===== config.mk =====
export PLATFORM = sky130hd
export DESIGN_NAME = multi_debounce_pulse
export DESIGN_NICKNAME = d
export VERILOG_FILES = /design/src/rtl/multi_debounce_pulse.sv
export SDC_FILE = /design/constraint.sdc
export NUM_CORES = 1
export LEC_CHECK = 0
export CAP_MARGIN = 20
export CORE_ASPECT_RATIO = 2
export CORE_MARGIN = 2
export CORE_UTILIZATION = 42
export DETAILED_ROUTE_END_ITERATION = 6
export PLACE_DENSITY = 0.72
export SLEW_MARGIN = 20
export SYNTH_ARGS = -nofsm -noshare
export SYNTH_HDL_FRONTEND = slang
export SYNTH_SLANG_ARGS = --single-unit

===== constraint.sdc =====
create_clock -name clk -period 1.77 [get_ports clk]
set_input_delay 0.354 -clock clk [delete_from_list [all_inputs] [get_ports clk]]
set_output_delay 0.354 -clock clk [all_outputs]
set_load 0.05 [all_outputs]

===== src/rtl/multi_debounce_pulse.sv =====
// Multi-channel debouncer: 2-flop synchronizer, saturating confirm counter, press/release pulses.
// Optional auto-repeat of press pulses while held, enabled by defining AUTO_REPEAT_EN.
module multi_debounce_pulse #(
    parameter int N_CH          = 4,
    parameter int STABLE_CNT    = 4,
    parameter int REPEAT_DELAY  = 8,
    parameter int REPEAT_PERIOD = 4
) (
    input  logic            clk,
    input  logic            rst,
    input  logic [N_CH-1:0] Din,
    output logic [N_CH-1:0] Dout,
    output logic [N_CH-1:0] Rel,
    output logic [N_CH-1:0] Level,
    output logic            Any
);
    localparam int CW = $clog2(STABLE_CNT) + 1;
`ifdef AUTO_REPEAT_EN
    localparam int RMAX = (REPEAT_DELAY > REPEAT_PERIOD) ? REPEAT_DELAY : REPEAT_PERIOD;
    localparam int TW   = $clog2(RMAX) + 1;
    typedef enum logic [1:0] {IDLE = 2'd0, HELD = 2'd1, REPEAT = 2'd2} state_t;
`else
    typedef enum logic [1:0] {IDLE = 2'd0, HELD = 2'd1} state_t;
`endif

    if (N_CH < 1 || N_CH > 32 || STABLE_CNT < 2 || REPEAT_DELAY < 2 || REPEAT_PERIOD < 2) begin : g_bad_param
        $error("multi_debounce_pulse: parameter out of range");
    end

    logic [N_CH-1:0] sync1, sync2;
    logic [N_CH-1:0] dout_nxt;

    always_ff @(posedge clk or posedge rst) begin
        if (rst) begin
            sync1 <= '0;
            sync2 <= '0;
        end else begin
            sync1 <= Din;
            sync2 <= sync1;
        end
    end

    for (genvar g = 0; g < N_CH; g++) begin : g_ch
        state_t          state_q, state_d;
        logic [CW-1:0]   cnt_q, cnt_d;
        logic            lvl_q, dout_q, rel_q;
        logic            dout_d, rel_d;
`ifdef AUTO_REPEAT_EN
        logic [TW-1:0]   timer_q, timer_d;
`endif

        always_comb begin
            state_d = state_q;
            cnt_d   = cnt_q;
            dout_d  = 1'b0;
            rel_d   = 1'b0;
`ifdef AUTO_REPEAT_EN
            timer_d = timer_q;
`endif
            if (sync2[g] == lvl_q) begin
                cnt_d = '0;
            end else if (cnt_q < CW'(STABLE_CNT - 1)) begin
                cnt_d = cnt_q + CW'(1);
            end else begin
                cnt_d = '0;
                if (lvl_q) begin
                    state_d = IDLE;
                    rel_d   = 1'b1;
                end else begin
                    state_d = HELD;
                    dout_d  = 1'b1;
                end
            end
`ifdef AUTO_REPEAT_EN
            // A confirmed release wins over a repeat tick landing on the same edge.
            if (rel_d || state_q == IDLE) begin
                timer_d = '0;
            end else if (state_q == HELD) begin
                if (timer_q == TW'(REPEAT_DELAY - 1)) begin
                    timer_d = '0;
                    dout_d  = 1'b1;
                    state_d = REPEAT;
                end else begin
                    timer_d = timer_q + TW'(1);
                end
            end else begin
                if (timer_q == TW'(REPEAT_PERIOD - 1)) begin
                    timer_d = '0;
                    dout_d  = 1'b1;
                end else begin
                    timer_d = timer_q + TW'(1);
                end
            end
`endif
        end

        always_ff @(posedge clk or posedge rst) begin
            if (rst) begin
                state_q <= IDLE;
                cnt_q   <= '0;
                lvl_q   <= 1'b0;
                dout_q  <= 1'b0;
                rel_q   <= 1'b0;
`ifdef AUTO_REPEAT_EN
                timer_q <= '0;
`endif
            end else begin
                state_q <= state_d;
                cnt_q   <= cnt_d;
                lvl_q   <= (state_d != IDLE);
                dout_q  <= dout_d;
                rel_q   <= rel_d;
`ifdef AUTO_REPEAT_EN
                timer_q <= timer_d;
`endif
            end
        end

        assign dout_nxt[g] = dout_d;
        assign Dout[g]     = dout_q;
        assign Rel[g]      = rel_q;
        assign Level[g]    = lvl_q;
    end

    // Any is built from next-state pulses so it lands on the same edge as Dout.
    always_ff @(posedge clk or posedge rst) begin
        if (rst) Any <= 1'b0;
        else     Any <= |dout_nxt;
    end
endmodule

---- After elaboration in Yosys (flattened, before gate mapping) ----
Index checks and enable logic that the tools add are counted.
storage, ports and cells
  logic and storage cells ................. 84
  register bits ........................... 41
  input port bits ......................... 6
  output and inout port bits .............. 13
cells by class
  add/subtract/negate cells ............... 4
  mux-type cells .......................... 44
  reduce and logical (&&, ||, !) cells .... 5
  eq/ne operators ......................... 4
  order comparisons ....................... 4
operators with widths
  cell                 number
  $mux 1               28
  $mux 3               8
  $mux 2               8
  $add 3x1->3 const B  4
  $lt 3x2->1 const B   4
  $reduce_bool 2->1    4
  $eq 1x1->1           4
  $reduce_or 4->1      1

---- Depth between registers and ports, before layout ----
  word-level depth ........................ 4
  depth in mapped cells ................... 3
  gate-level depth less buffers ........... 3

---- Least setup slack after synthesis ----
Ideal clock, no wire load.
  kind .................................... register -> register
  start ................................... register g_ch[1].cnt_q[0]
  end ..................................... register Any
  period minus slack after synthesis ...... 1.251 ns
  path slack .............................. 0.519 ns
  cell stages (with the launch flop) ...... 4
  setup time .............................. 0.129 ns
  data arrival time ....................... 1.122 ns
  buffers on the path ..................... 0
  required time ........................... 1.641 ns
  cells stage by stage .................... dfrtp_1 a21o_1 and3_4 a2111o_1
on the way
  longest elaborated chain between the ends .. 4
ends and longest elaborated chain
  element                   RTL line  RTL
  start, declared           45        logic [CW-1:0] cnt_q, cnt_d;
  start signal, assigned    109       cnt_q <= cnt_d;
  $lt 3x2->1                62        end else if (cnt_q < CW'(STABLE_CNT - 1)) begin
  $mux 1                    62
  $mux 1                    60        if (sync2[g] == lvl_q) begin
  named net g_ch[1].dout_d  47        logic dout_d, rel_d;
  $reduce_or 4->1           128       else Any <= |dout_nxt;
  end signal, assigned      128
  end, declared             15        output logic Any
The timed path passes the listed nets, and every way through them passes these cells.

---- Worst setup path after layout ----
Ends and elaborated chain as after synthesis.

==> results.json <==
{
  "setup_violations": 0,
  "detailroute.via_count": 895,
  "maxSlewHeadroom": 0.791,
  "top_layer_used": "met4",
  "reg2reg_to": "Any",
  "areaGrowthSynthToFinish_pct": 15.4,
  "place_hpwl_um": 1670,
  "finalCritPeriodShare": 0.757,
  "ir_drop_mv": 0.615,
  "synth_area_leader_cell": "dfrtp_1",
  "hold_viol": 0,
  "grt_overflow": 0,
  "fin_util": 0.504,
  "netlist_instances": 119,
  "cts_htree_levels": 2,
  "avgSynthCellArea_um2": 13.1,
  "r2r_cells": 3,
  "die_y_um": 90.1,
  "power_mw": 2.74,
  "insertedDiodeCount": 0,
  "r2r_slack_ns": 0.43,
  "rsz0062_at_grt": "false",
  "layout_common_cells": "dfrtp_1, buf_4, and3_1",
  "drt_iter0_drc": 9,
  "synth_top_area_frac": 0.659,
  "drc": 0,
  "grt_max_degree": 42,
  "ant_nets": 0,
  "critPathMaxFanout": 4,
  "die_w_um": 47.0,
  "drive_gt1_frac": 0.172,
  "wl_um": 2260,
  "fin_crit_ns": 1.34,
  "fillers": 323,
  "dr_wl_met3_um": 85,
  "syn_area_um2": 1560,
  "endpoint_kind": "register",
  "cts-root-buf": "clkbuf_8",
  "critPathBufInv": 0,
  "ctsHoldBuffers": 0,
  "slew_viol_final": 0,
  "antenna_found_initial": 0,
  "fin_tns_setup_ns": 0,
  "worstPathRequired_ns": 1.93,
  "power.density_nw_per_um2": 1520,
  "io_buffers": 18,
  "critPathTopFamily": "compound AO/OA/AOI/OAI gates",
  "syn-num-nets": 129,
  "row_count": 31,
  "cts_tree": "built",
  "cap_violations": 0,
  "cts_max_path_buffers": 2,
  "leakage_nw": 0.940,
  "hold_depth": 0,
  "wl_met2_um": 1260,
  "initial_core_util": 0.436,
  "r2r_start": "g_ch[1].cnt_q[0]",
  "timing.fmax_mhz": 746,
  "core_um2": 3570,
  "gp_congestion": 0.711,
  "first_pass_iters": 4,
  "clk_latency_ns": 0.28,
  "crit_chain": "a21o_1 > and3_4 > a2111o_1",
  "cts_buffers": 5,
  "cp.arrival_ns": 1.50,
  "die_area_um2": 4240,
  "postCtsSetupRepairBufs": 0,
  "max_stage_delay_ns": 0.42,
  "nets": 143,
  "start_kind": "register",
  "wl_met1_um": 869,
  "hold_class": "reg -> reg",
  "worst_slew_pin_slew_ns": 0.310,
  "cts_resized": 0,
  "yosys_warnings": 0,
  "critPathSlowestCell": "dfrtp_1",
  "fin_skew_ns": 0.00526,
  "final_common_cell": "dfrtp_1",
  "status": "finished clean",
  "wl_per_cell_um": 12.4,
  "grt_pass1_wl_um": 3860,
  "ys_seq_area_frac": 0.659,
  "worstHoldStart": "sync1[3]",
  "via_per_inst": 4.89,
  "path_class": "reg -> reg",
  "grt_pass1_vias": 928,
  "hold_end": "sync2[3]",
  "cts.sinks": 41,
  "ys_ff_latch": 41,
  "grt_usage": 0.127,
  "io_pins": 19,
  "synth.top_cells.by_area": "dfrtp_1, buf_4, and3_1",
  "path_clk_slew_ns": 0.07,
  "synth_cell_types": 18
}
==> metrics by stage <==
step           instance area, um2  cells  hold slack, ns  setup slack, ns
3_3_place_gp                 1700    175           0.334            0.487
2_1_floorplan                1560    119           0.331            0.470
3_5_place_dp                 1700    175           0.336            0.461
5_1_grt                      1800    183           0.357            0.397
4_1_cts                      1800    183           0.352            0.435
6_report                     1800    183           0.350            0.430
==> how the worst max path moves through the flow <==
| stage | startpoint | to | cells past startpoint | slack, ns |
|---|---|---|---|---|
| global placement | g_ch[1].cnt_q[0] | Any | 3 | 0.49 |
| global route | g_ch[1].cnt_q[0] | Any | 3 | 0.40 |
| floorplan | rst | Any | 1 | 0.47 |
| CTS | g_ch[1].cnt_q[0] | Any | 3 | 0.43 |
| finish | g_ch[1].cnt_q[0] | Any | 3 | 0.43 |
| detailed placement | g_ch[1].cnt_q[0] | Any | 3 | 0.46 |
==> worst reg2reg max path: stages (launching register included) <==
cell and delay [ns]:
dfrtp_1 0.42, a21o_1 0.23, and3_4 0.20, a2111o_1 0.38
==> cell type report <==
cell class                 instances  area (um2)  area share
timing repair buffer              19         168      0.0933
clock inverter                     1        5.00     0.00279
inverter                           5        18.8      0.0104
multi-input combinational         61         422       0.235
tap                               49        61.3      0.0341
clock buffer                       7        96.3      0.0536
sequential                        41        1030       0.571
==> report_power, final <==
part	switching, mW	total [mW]	internal, mW
Sequential	0.167	1.30	1.14
Clock	0.283	0.634	0.352
Combinational	0.500	0.798	0.298
Total	0.949	2.74	1.79
==> logic make-up (layout without fill, tap and decap cells) <==
logic type | count (synthesis) | in the layout | synth area share
DFF | 41 | 41 | 0.659
AOI/OAI and AO/OA | 28 | 28 | 0.119
and+or+nand+nor | 25 | 25 | 0.0973
buffers and inverters | 17 | 32 | 0.0699
adders and majority gates | 4 | 4 | 0.0322
xor gates and xnor gates | 4 | 4 | 0.0225
==> sequential cells by signal, summed over array words and instances (netlist names) <==
signal        flops
g_ch.cnt_q       12
sync2             4
g_ch.lvl_q        4
g_ch.rel_q        4
g_ch.dout_q       4
g_ch.state_q      8
sync1             4
Any               1
==> metal layers <==
layer | vias up | track usage
li1 | 434 | -
met1 | 440 | 0.135
met2 | 17 | 0.199
met3 | 4 | 0.0482
met4 | 0 | 0.0810
met5 | - | 0
==> synthesized netlist by cell type <==
cell type / count
dfrtp_1: 41
buf_4: 12
and3_1: 11
a21oi_1: 10
inv_1: 5
a21boi_0: 4
a21o_1: 4
a311oi_1: 4
ha_1: 4
nor2_1: 4
nor3_1: 4
nor3b_1: 4
o21ai_0: 4
xor2_1: 4
a2111o_1: 1
a2bb2oi_1: 1
and2_1: 1
and3_4: 1
No activity file was read; power rests on OpenSTA's default activity.
